--- config.mk ---
export PLATFORM = sky130hd
export DESIGN_NAME = multicycle_ctrl_flat
export DESIGN_NICKNAME = d
export VERILOG_FILES = /design/src/rtl/multicycle_ctrl_if.sv /design/src/rtl/multicycle_ctrl.sv /design/src/flat_wrapper.sv
export SDC_FILE = /design/constraint.sdc
export NUM_CORES = 1
export LEC_CHECK = 0
export CAP_MARGIN = 20
export CORE_MARGIN = 1
export CORE_UTILIZATION = 44
export DETAILED_ROUTE_END_ITERATION = 10
export GPL_ROUTABILITY_DRIVEN = 1
export HOLD_SLACK_MARGIN = 0.06
export PLACE_DENSITY_LB_ADDON = 0.2
export SYNTH_ARGS = -nofsm -noshare
export SYNTH_HDL_FRONTEND = slang
export SYNTH_SLANG_ARGS = --single-unit
--- constraint.sdc ---
create_clock -name clk_i -period 5.7 [get_ports clk_i]
set_input_delay 0.855 -clock clk_i [delete_from_list [all_inputs] [get_ports clk_i]]
set_output_delay 0.855 -clock clk_i [all_outputs]
set_load 0.1 [all_outputs]
--- src/rtl/multicycle_ctrl_if.sv ---
// Control bus between the multi-cycle controller and the MIPS datapath.
// master = controller side, slave = datapath side.
interface multicycle_ctrl_if #(
  parameter int ALUOP_W = 3
);
  logic [5:0]         instr_op_i;
  logic               mem_ready_i;
  logic               pc_write_o;
  logic               pc_write_cond_o;
  logic               iord_o;
  logic               mem_read_o;
  logic               mem_write_o;
  logic               ir_write_o;
  logic               reg_write_o;
  logic               reg_dst_o;
  logic               mem_to_reg_o;
  logic               alu_src_a_o;
  logic [1:0]         alu_src_b_o;
  logic [ALUOP_W-1:0] alu_op_o;
  logic [1:0]         pc_src_o;
  logic               instr_done_o;
  logic               trap_o;
  logic [1:0]         err_code_o;
  logic [3:0]         state_o;

  modport master (
    input  instr_op_i, mem_ready_i,
    output pc_write_o, pc_write_cond_o, iord_o, mem_read_o, mem_write_o,
           ir_write_o, reg_write_o, reg_dst_o, mem_to_reg_o, alu_src_a_o,
           alu_src_b_o, alu_op_o, pc_src_o, instr_done_o, trap_o,
           err_code_o, state_o
  );

  modport slave (
    output instr_op_i, mem_ready_i,
    input  pc_write_o, pc_write_cond_o, iord_o, mem_read_o, mem_write_o,
           ir_write_o, reg_write_o, reg_dst_o, mem_to_reg_o, alu_src_a_o,
           alu_src_b_o, alu_op_o, pc_src_o, instr_done_o, trap_o,
           err_code_o, state_o
  );
endinterface

--- src/rtl/multicycle_ctrl.sv ---
// Multi-cycle MIPS control FSM: fetch/decode/execute/mem/writeback sequencing
// with memory-ready waits, illegal-opcode and memory-timeout traps.
module multicycle_ctrl #(
  parameter int ALUOP_W     = 3,
  parameter int MEM_TIMEOUT = 15
) (
  input  logic                 clk_i,
  input  logic                 rst_i,
  multicycle_ctrl_if.master    bus
);
  // One spare bit of counter when the timeout is disabled keeps widths legal.
  localparam int CW = (MEM_TIMEOUT > 0) ? $clog2(MEM_TIMEOUT + 1) : 1;
  localparam logic [CW-1:0] TO_CNT = CW'(MEM_TIMEOUT);

  localparam logic [5:0] OP_R = 6'b000000, OP_ADDI = 6'b001000, OP_SLTI = 6'b001010;
  localparam logic [5:0] OP_LW = 6'b100011, OP_SW = 6'b101011;
  localparam logic [5:0] OP_BEQ = 6'b000100, OP_J = 6'b000010;

  typedef enum logic [3:0] {
    IDLE = 4'd0, FETCH = 4'd1, DECODE = 4'd2, MEM_ADDR = 4'd3, MEM_RD = 4'd4,
    MEM_WB = 4'd5, MEM_WR = 4'd6, EXEC_R = 4'd7, WB_R = 4'd8, EXEC_I = 4'd9,
    WB_I = 4'd10, BRANCH = 4'd11, JUMP = 4'd12, TRAP = 4'd15
  } state_t;

  typedef struct packed {
    logic               pc_write;
    logic               pc_write_cond;
    logic               iord;
    logic               mem_read;
    logic               mem_write;
    logic               reg_write;
    logic               reg_dst;
    logic               mem_to_reg;
    logic               alu_src_a;
    logic [1:0]         alu_src_b;
    logic [ALUOP_W-1:0] alu_op;
    logic [1:0]         pc_src;
    logic               done;
    logic               trap;
  } ctrl_t;

  state_t        r_state, w_nxt_state;
  logic [5:0]    r_op, w_nxt_op;
  logic [1:0]    r_err, w_nxt_err;
  logic [CW-1:0] r_cnt, w_nxt_cnt;
  logic          w_wait;
  ctrl_t         r_ctrl;

  // Moore output decode for a given state; registered against the next state.
  function automatic ctrl_t dec(input state_t s, input logic [5:0] op);
    ctrl_t c;
    c = '0;
    case (s)
      FETCH:    begin c.mem_read = 1'b1; c.alu_src_b = 2'b01; end
      DECODE:   c.alu_src_b = 2'b11;
      MEM_ADDR: begin c.alu_src_a = 1'b1; c.alu_src_b = 2'b10; end
      MEM_RD:   begin c.mem_read = 1'b1; c.iord = 1'b1; end
      MEM_WB:   begin c.reg_write = 1'b1; c.mem_to_reg = 1'b1; c.done = 1'b1; end
      MEM_WR:   begin c.mem_write = 1'b1; c.iord = 1'b1; end
      EXEC_R:   begin c.alu_src_a = 1'b1; c.alu_op = ALUOP_W'(2); end
      WB_R:     begin c.reg_write = 1'b1; c.reg_dst = 1'b1; c.done = 1'b1; end
      EXEC_I:   begin
        c.alu_src_a = 1'b1; c.alu_src_b = 2'b10;
        c.alu_op = (op == OP_ADDI) ? ALUOP_W'(3) : ALUOP_W'(4);
      end
      WB_I:     begin c.reg_write = 1'b1; c.done = 1'b1; end
      BRANCH:   begin
        c.alu_src_a = 1'b1; c.alu_op = ALUOP_W'(1);
        c.pc_write_cond = 1'b1; c.pc_src = 2'b01; c.done = 1'b1;
      end
      JUMP:     begin c.pc_write = 1'b1; c.pc_src = 2'b10; c.done = 1'b1; end
      TRAP:     c.trap = 1'b1;
      default:  c = '0;
    endcase
    return c;
  endfunction

  // Next-state, opcode latch, error code and memory wait counter.
  always_comb begin
    w_nxt_state = r_state;
    w_nxt_op    = r_op;
    w_nxt_err   = r_err;
    w_nxt_cnt   = '0;
    w_wait      = 1'b0;
    case (r_state)
      IDLE:     w_nxt_state = FETCH;
      FETCH:    begin w_wait = 1'b1; if (bus.mem_ready_i) w_nxt_state = DECODE; end
      DECODE:   begin
        w_nxt_op = bus.instr_op_i;
        case (bus.instr_op_i)
          OP_R:           w_nxt_state = EXEC_R;
          OP_ADDI, OP_SLTI: w_nxt_state = EXEC_I;
          OP_LW, OP_SW:   w_nxt_state = MEM_ADDR;
          OP_BEQ:         w_nxt_state = BRANCH;
          OP_J:           w_nxt_state = JUMP;
          default:        begin w_nxt_state = TRAP; w_nxt_err = 2'b01; end
        endcase
      end
      MEM_ADDR: w_nxt_state = (r_op == OP_SW) ? MEM_WR : MEM_RD;
      MEM_RD:   begin w_wait = 1'b1; if (bus.mem_ready_i) w_nxt_state = MEM_WB; end
      MEM_WR:   begin w_wait = 1'b1; if (bus.mem_ready_i) w_nxt_state = FETCH; end
      EXEC_R:   w_nxt_state = WB_R;
      EXEC_I:   w_nxt_state = WB_I;
      MEM_WB, WB_R, WB_I, BRANCH, JUMP: w_nxt_state = FETCH;
      TRAP:     w_nxt_state = TRAP;
      default:  begin w_nxt_state = TRAP; w_nxt_err = 2'b01; end
    endcase
    // Ready in the final allowed cycle still completes the access.
    if (w_wait && !bus.mem_ready_i && (MEM_TIMEOUT > 0)) begin
      if (r_cnt == TO_CNT) begin
        w_nxt_state = TRAP;
        w_nxt_err   = 2'b10;
      end else begin
        w_nxt_cnt = r_cnt + 1'b1;
      end
    end
  end

  // State register and registered Moore outputs.
  always_ff @(posedge clk_i) begin
    if (!rst_i) begin
      r_state <= IDLE;
      r_op    <= '0;
      r_err   <= '0;
      r_cnt   <= '0;
      r_ctrl  <= '0;
    end else begin
      r_state <= w_nxt_state;
      r_op    <= w_nxt_op;
      r_err   <= w_nxt_err;
      r_cnt   <= w_nxt_cnt;
      r_ctrl  <= dec(w_nxt_state, w_nxt_op);
    end
  end

  // FETCH strobes and MEM_WR retire follow the ready handshake combinationally.
  assign bus.pc_write_o      = r_ctrl.pc_write | ((r_state == FETCH) & bus.mem_ready_i);
  assign bus.ir_write_o      = (r_state == FETCH) & bus.mem_ready_i;
  assign bus.instr_done_o    = r_ctrl.done | ((r_state == MEM_WR) & bus.mem_ready_i);
  assign bus.pc_write_cond_o = r_ctrl.pc_write_cond;
  assign bus.iord_o          = r_ctrl.iord;
  assign bus.mem_read_o      = r_ctrl.mem_read;
  assign bus.mem_write_o     = r_ctrl.mem_write;
  assign bus.reg_write_o     = r_ctrl.reg_write;
  assign bus.reg_dst_o       = r_ctrl.reg_dst;
  assign bus.mem_to_reg_o    = r_ctrl.mem_to_reg;
  assign bus.alu_src_a_o     = r_ctrl.alu_src_a;
  assign bus.alu_src_b_o     = r_ctrl.alu_src_b;
  assign bus.alu_op_o        = r_ctrl.alu_op;
  assign bus.pc_src_o        = r_ctrl.pc_src;
  assign bus.trap_o          = r_ctrl.trap;
  assign bus.err_code_o      = r_err;
  assign bus.state_o         = r_state;
endmodule

--- src/flat_wrapper.sv ---
// flat-port wrapper written by rule: the top's interface ports become plain ports
module multicycle_ctrl_flat 
#(
  parameter int ALUOP_W     = 3,
  parameter int MEM_TIMEOUT = 15
)
  (clk_i, rst_i, bus_instr_op_i, bus_mem_ready_i, bus_pc_write_o, bus_pc_write_cond_o, bus_iord_o, bus_mem_read_o, bus_mem_write_o, bus_ir_write_o, bus_reg_write_o, bus_reg_dst_o, bus_mem_to_reg_o, bus_alu_src_a_o, bus_alu_src_b_o, bus_alu_op_o, bus_pc_src_o, bus_instr_done_o, bus_trap_o, bus_err_code_o, bus_state_o);
  multicycle_ctrl_if #(.ALUOP_W(ALUOP_W)) bus_i ();
  input  logic clk_i;
  input  logic rst_i;
  input wire logic [$bits(bus_i.instr_op_i)-1:0] bus_instr_op_i;
  input wire logic [$bits(bus_i.mem_ready_i)-1:0] bus_mem_ready_i;
  output wire logic [$bits(bus_i.pc_write_o)-1:0] bus_pc_write_o;
  output wire logic [$bits(bus_i.pc_write_cond_o)-1:0] bus_pc_write_cond_o;
  output wire logic [$bits(bus_i.iord_o)-1:0] bus_iord_o;
  output wire logic [$bits(bus_i.mem_read_o)-1:0] bus_mem_read_o;
  output wire logic [$bits(bus_i.mem_write_o)-1:0] bus_mem_write_o;
  output wire logic [$bits(bus_i.ir_write_o)-1:0] bus_ir_write_o;
  output wire logic [$bits(bus_i.reg_write_o)-1:0] bus_reg_write_o;
  output wire logic [$bits(bus_i.reg_dst_o)-1:0] bus_reg_dst_o;
  output wire logic [$bits(bus_i.mem_to_reg_o)-1:0] bus_mem_to_reg_o;
  output wire logic [$bits(bus_i.alu_src_a_o)-1:0] bus_alu_src_a_o;
  output wire logic [$bits(bus_i.alu_src_b_o)-1:0] bus_alu_src_b_o;
  output wire logic [$bits(bus_i.alu_op_o)-1:0] bus_alu_op_o;
  output wire logic [$bits(bus_i.pc_src_o)-1:0] bus_pc_src_o;
  output wire logic [$bits(bus_i.instr_done_o)-1:0] bus_instr_done_o;
  output wire logic [$bits(bus_i.trap_o)-1:0] bus_trap_o;
  output wire logic [$bits(bus_i.err_code_o)-1:0] bus_err_code_o;
  output wire logic [$bits(bus_i.state_o)-1:0] bus_state_o;
  assign bus_i.instr_op_i = bus_instr_op_i;
  assign bus_i.mem_ready_i = bus_mem_ready_i;
  assign bus_pc_write_o = bus_i.pc_write_o;
  assign bus_pc_write_cond_o = bus_i.pc_write_cond_o;
  assign bus_iord_o = bus_i.iord_o;
  assign bus_mem_read_o = bus_i.mem_read_o;
  assign bus_mem_write_o = bus_i.mem_write_o;
  assign bus_ir_write_o = bus_i.ir_write_o;
  assign bus_reg_write_o = bus_i.reg_write_o;
  assign bus_reg_dst_o = bus_i.reg_dst_o;
  assign bus_mem_to_reg_o = bus_i.mem_to_reg_o;
  assign bus_alu_src_a_o = bus_i.alu_src_a_o;
  assign bus_alu_src_b_o = bus_i.alu_src_b_o;
  assign bus_alu_op_o = bus_i.alu_op_o;
  assign bus_pc_src_o = bus_i.pc_src_o;
  assign bus_instr_done_o = bus_i.instr_done_o;
  assign bus_trap_o = bus_i.trap_o;
  assign bus_err_code_o = bus_i.err_code_o;
  assign bus_state_o = bus_i.state_o;
  multicycle_ctrl #(.ALUOP_W(ALUOP_W), .MEM_TIMEOUT(MEM_TIMEOUT)) u_core (.clk_i(clk_i), .rst_i(rst_i), .bus(bus_i));
endmodule
==> impl_metrics.yaml, run 1 <==
worst_setup_path:
  max_stage_delay_ns: 1.12
  endpoint_kind: "output pin"
  rr_worst_depth: 8
  path_buf_inv: 2
  crit_top_cell: "clkdlybuf4s50_1"
  crit_family: "buffers and inverters"
  cp_data_required_time_ns: 4.85
  r2r_slack_ns: 3.20
  r2r_start: "u_core.bus.state_o[0]$_SDFF_PN0_"
  cp_slowest_cell: "clkdlybuf4s50_1"
  r2r_end: "u_core.bus.alu_op_o[0]$_SDFF_PN0_"
  path_class: "input port to output pin"
  arrival_ns: 3.04
  cp-start-kind: "input port"
  crit_fanout: 10
  crit_chain: "clkdlybuf4s50_1 -> and3_1 -> or2_2 -> clkdlybuf4s50_1"
timing:
  max_slew_margin_pct: 35.0
  period_needed_ns: 3.89
  timing.final.crit_share_pct: 68.3
  hold_viol: 0
  rsz0062_at_grt: "false"
  maxSlewViolCount: 0
  worst_pin_slew_ns: 0.972
  finalSetupTns_ns: 0
  fmax_mhz: 257
  finClkSkew_ns: 0.0119
  setup_viol: 0
floorplan:
  initial_core_util_pct: 46.7
  die_w_um: 62.2
  die_h_um: 62.2
  fp.coreArea_um2: 3420
  rows: 21
  io-pin-count: 34
  fp.dieArea_um2: 3870
yosys:
  avgSynthCellArea_um2: 8.39
  yosys.area.top_type_share_pct: 41.4
  ys_seq_area_share_pct: 41.4
  synth_cells: 190
  synth_area_leaders: "dfxtp_1 41%, nor2_1 5.2%, nand2_1 4.7%"
  yosys.area.top_type: "dfxtp_1"
  yosysWarnings: 0
  synth_nets: 200
  ys_ff_latch: 33
  synth_area_um2: 1590
  ys_types: 50
clock_tree:
  cts_max_path_buffers: 2
  insertion_delay_ns: 0.33
  cts_hold_buf: 0
  cts_root_buf: "clkbuf_4"
  numCtsBuffers: 5
  cts_setup_buffers: 0
  cts_sinks: 33
  cts.clk_slew.worst_paths_ns: 0.10
  post_cts_resized: 0
  ctsHtreeMaxLevel: 2
  cts_tree: "yes"
finish:
  multiInputGateArea_um2: 792
  fillers: 322
  postLayoutCellArea_um2: 1930
  drive_gt1_share_pct: 8.45
  final_cell_mix: "33 x clkdlybuf4s50_1, 33 x dfxtp_1, 22 x nor2_1, 20 x nand2_1, 12 x a21oi_1"
  layout.area.seq_um2: 661
  fin_nets: 222
  n_antenna_cell: 0
  syn2layout_area_growth_pct: 20.8
global_routing:
  grt_pass1_wl_um: 5630
  grtUsageTotal_pct: 18.5
  first_global_vias: 1264
  grt_max_degree: 15
  grt_overflow: 0
  antenna_found_initial: 0
route:
  ant_nets: 0
  drc: 0
  drt-initial-drc-count: 41
  num_vias: 1370
  drtPass1Iterations: 4
  vias_per_cell: 5.29
  routed_wl_um: 3270
  routedWlPerCell_um: 12.6
placement:
  placedInstanceArea_um2: 1870
  portBuffers: 33
  place_hpwl_um: 2460
  finalWeightedCongestion: 0.748
hold_path:
  min_to: "u_core.r_op[3]$_SDFF_PN0_"
  whs_path_depth: 2
  min_path_type: "register to register"
  hold_start: "u_core.r_op[3]$_SDFF_PN0_"
power:
  power_density_nw_per_um2: 376
  power_leakage_uw: 0.000709
  ir_worst_vdd_mv: 0.146
run:
  drv_cap: 0
run_status:
  outcome: "finished, final reports clean"
[cell type report]
type | count | area share, %
Clock buffer | 6 | 2.14
Clock inverter | 2 | 0.520
Inverter | 7 | 1.36
Multi-Input combinational cell | 131 | 41.1
Sequential cell | 33 | 34.3
Tap cell | 46 | 2.99
Timing Repair Buffer | 34 | 17.5
[per-layer routing]
metal / GRT usage (%) / routed length (um) / vias up
met1: 23.1 / 1480 / 628
met5: 0 / 0 / -
met4: 6.10 / 48 / 0
met3: 5.51 / 162 / 6
met2: 30.5 / 1580 / 40
li1: - / - / 696
[worst max path at each step]
stage / depth (start not counted) / startpoint / slack [ns] / to
6_report: 4 / bus_mem_ready_i / 1.81 / bus_pc_write_o
5_1_grt: 4 / bus_mem_ready_i / 1.71 / bus_pc_write_o
4_1_cts: 4 / bus_mem_ready_i / 1.80 / bus_pc_write_o
3_5_place_dp: 4 / bus_mem_ready_i / 1.81 / bus_pc_write_o
3_3_place_gp: 4 / bus_mem_ready_i / 1.83 / bus_pc_write_o
2_1_floorplan: 4 / u_core.bus.state_o[0]$_SDFF_PN0_ / 2.01 / bus_pc_write_o
[report_power, final]
part	internal [uW]	switching, uW	leakage, uW
sequential	252	19.0	0.000268
combinational	91.7	237	0.000410
clock	46.9	76.9	0.0000320
total	391	333	0.000709
[registers in the layout, indices dropped and copies added (netlist names)]
register and count:
u_core.bus.alu_src_b_o 2, u_core.bus.mem_to_reg_o 1, u_core.bus.mem_read_o 1, u_core.bus.trap_o 1
u_core.r_ctrl 2, u_core.bus.alu_src_a_o 1, u_core.r_cnt 4, u_core.bus.alu_op_o 3
u_core.bus.state_o 4, u_core.bus.reg_dst_o 1, u_core.r_op 6, u_core.bus.pc_src_o 2
u_core.bus.mem_write_o 1, u_core.bus.reg_write_o 1, u_core.bus.iord_o 1, u_core.bus.err_code_o 2
[worst min-delay path: stages, from the launching register on]
cell and delay, ns:
dfxtp_1 0.32, nand2_1 0.05, a21oi_1 0.05
[metrics by stage]
step           power (uW)  util [%]  hold slack, ns  setup WS (ns)  instances
6_report              724      56.4           0.466           1.81        259
3_5_place_dp          606      54.9           0.453           1.81        251
3_3_place_gp          601      54.9           0.430           1.83        251
4_1_cts               727      56.4           0.468           1.80        259
2_1_floorplan         551         -           0.418           2.01        190
5_1_grt               763      56.4           0.493           1.71        259
[synthesized netlist by cell type (all sizes together)]
cell type,number
inv,7
mux2i,1
clkbuf,5
nor4,3
a41o,1
dfxtp,33
and2,4
nor3b,4
xnor2,3
or3b,2
buf,14
ha,1
and4b,1
and3,4
a2111oi,2
o211a,1
o21ai,8
a2111o,1
nor2b,5
xor2,1
o21a,1
nand4,4
nand3,7
a221oi,1
a31oi,3
o22a,1
nand2,20
or4b,1
a21oi,12
nand4b,1
or3,1
nor3,5
or2,2
nand2b,2
o211ai,1
a32oi,1
nor2,22
o31ai,2
a22oi,2
[kinds of logic after synthesis]
| family | count (synthesis) | share of synthesized area (%) |
|---|---|---|
| and+or+nand+nor | 88 | 29.5 |
| AOI/OAI and AO/OA | 37 | 16.6 |
| DFF | 33 | 41.4 |
| buffers and inverters | 26 | 8.87 |
| xor gates and xnor gates | 4 | 2.20 |
| muxes | 1 | 0.628 |
| adders and majority gates | 1 | 0.785 |
(Power assumes the default switching activity.)
==> run 2, diff against run 1 <==
- clock period: 5.7 -> 3.2 ns (I/O delays scaled with it)
==> run 2 against run 1 <==
Global-route usage is 1.1 points higher. Sequential share of layout area is 0.35 points lower. Clock skew is 0.0045 ns lower. Die area stayed put. Via count is 3.7% higher. Critical path depth is 4 higher. Sequential cell count stayed put. Register-to-register slack worse by 2.4 ns. Core utilization is 0.59 points higher. Total power is 93% higher. Final area is 1.0% higher. Non-clock buffer count is 1 higher. Critical path type is now register to register. Largest cell class unchanged. Largest power group unchanged.
==> impl_metrics.yaml, run 2 (synthesis results as in run 1) <==
run_status:
  outcome: "finished, final reports clean"
global_routing:
  first_global_vias: 1296
  antenna_found_initial: 0
  grt_max_degree: 15
  grtUsageTotal_pct: 19.6
  grt_pass1_wl_um: 5960
  grt_overflow: 0
finish:
  n_antenna_cell: 0
  fin_nets: 223
  fillers: 335
  syn2layout_area_growth_pct: 22.1
  final_cell_mix: "33 x dfxtp_1, 24 x clkdlybuf4s50_1, 22 x nor2_1, 20 x nand2_1, 12 x a21oi_1"
  final_common_cell: "dfxtp_1"
  largest-register: "u_core.r_op"
  largest_reg_flops: 6
  postLayoutCellArea_um2: 1950
  multiInputGateArea_um2: 793
  layout.area.seq_um2: 661
  fin_util_pct: 57.0
  drive_gt1_share_pct: 13.6
timing:
  worst_pin_slew_ns: 0.969
  fin_hold_ws_ns: 0.459
  finalSetupTns_ns: 0
  max_slew_margin_pct: 35.2
  period_needed_ns: 2.43
  finClkSkew_ns: 0.00741
  timing.final.crit_share_pct: 75.9
  maxSlewViolCount: 0
  hold_viol: 0
  fmax_mhz: 412
  setup_viol: 0
  rsz0062_at_grt: "false"
floorplan:
  die_h_um: 62.2
  die_w_um: 62.2
  rows: 21
  io-pin-count: 34
  initial_core_util_pct: 46.7
  fp.dieArea_um2: 3870
  fp.coreArea_um2: 3420
route:
  routed_wl_um: 3420
  ant_nets: 0
  vias_per_cell: 5.47
  num_vias: 1421
  drt-initial-drc-count: 38
  drc: 0
  drtPass1Iterations: 4
  routedWlPerCell_um: 13.2
clock_tree:
  numCtsBuffers: 5
  cts_max_path_buffers: 2
  post_cts_resized: 0
  cts_root_buf: "clkbuf_4"
  cts_setup_buffers: 0
  cts.clk_slew.worst_paths_ns: 0.09
  ctsHtreeMaxLevel: 2
  insertion_delay_ns: 0.34
  cts_hold_buf: 0
  cts_sinks: 33
  cts_tree: "yes"
hold_path:
  min_path_type: "register to register"
placement:
  finalWeightedCongestion: 0.830
  place_hpwl_um: 2580
  portBuffers: 33
  placedInstanceArea_um2: 1860
worst_setup_path:
  crit_fanout: 11
  endpoint_kind: "register"
  arrival_ns: 2.69
  cp-start-kind: "register"
  cp_data_required_time_ns: 3.47
  path_class: "register to register"
power:
  power_density_nw_per_um2: 718
  ir_worst_vdd_mv: 0.282
  power_leakage_uw: 0.000743
run:
  drv_cap: 0
==> run 2: changes by cell type in the layout (fill, tap and decap cells not counted) <==
cell and change:
bufinv_16 +1, clkbuf_8 +1, clkinv_2 -2, buf_4 +10, and3_2 +1, clkdlybuf4s50_1 -9
and3_1 -1
==> run 2: worst paths after layout <==
path	from	to	slack [ns]	cells past startpoint
max reg2reg	u_core.bus.state_o[0]$_SDFF_PN0_	u_core.bus.alu_op_o[0]$_SDFF_PN0_	0.77	8
max	u_core.bus.state_o[0]$_SDFF_PN0_	u_core.bus.alu_op_o[0]$_SDFF_PN0_	0.77	8
min reg2reg	u_core.r_cnt[0]$_SDFF_PP0_	u_core.r_cnt[0]$_SDFF_PP0_	0.46	1
min	u_core.r_cnt[0]$_SDFF_PP0_	u_core.r_cnt[0]$_SDFF_PP0_	0.46	1
==> run 2: layer usage <==
layer / vias to the layer above / wire, um / global-route usage [%]
met3: 6 / 235 / 5.70
li1: 701 / - / -
met4: 0 / 53 / 6.98
met1: 665 / 1570 / 24.6
met2: 49 / 1560 / 31.9
met5: - / 0 / 0
==> run 2: area by class of cell <==
cell class	count	share of cell area, %
clock inverter	1	1.54
tap	46	2.96
timing repair buffer	35	16.6
inverter	7	1.35
multi-input combinational	131	40.8
sequential	33	34.0
clock buffer	7	2.83
==> run 2: critical path, cell delays in order, from the launching register on <==
cell,delay (ns)
dfxtp_1,0.54
or3b_4,0.46
a2111oi_4,0.44
nor3_1,0.10
and2_1,0.26
nand2b_4,0.19
inv_2,0.08
nand3_2,0.11
a31oi_1,0.17
==> run 2: through the flow <==
stage	std cells	setup slack [ns]	power (uW)
finish	260	0.772	1400
global placement	252	0.541	1070
floorplan	190	0.217	981
global route	260	0.572	1460
CTS	260	0.778	1400
detailed placement	252	0.444	1080
==> run 2: where the power goes <==
part           switching, uW  internal [uW]  leakage [uW]
Sequential              34.5            450      0.000268
Clock                    136            186     0.0000455
Combinational            427            163      0.000430
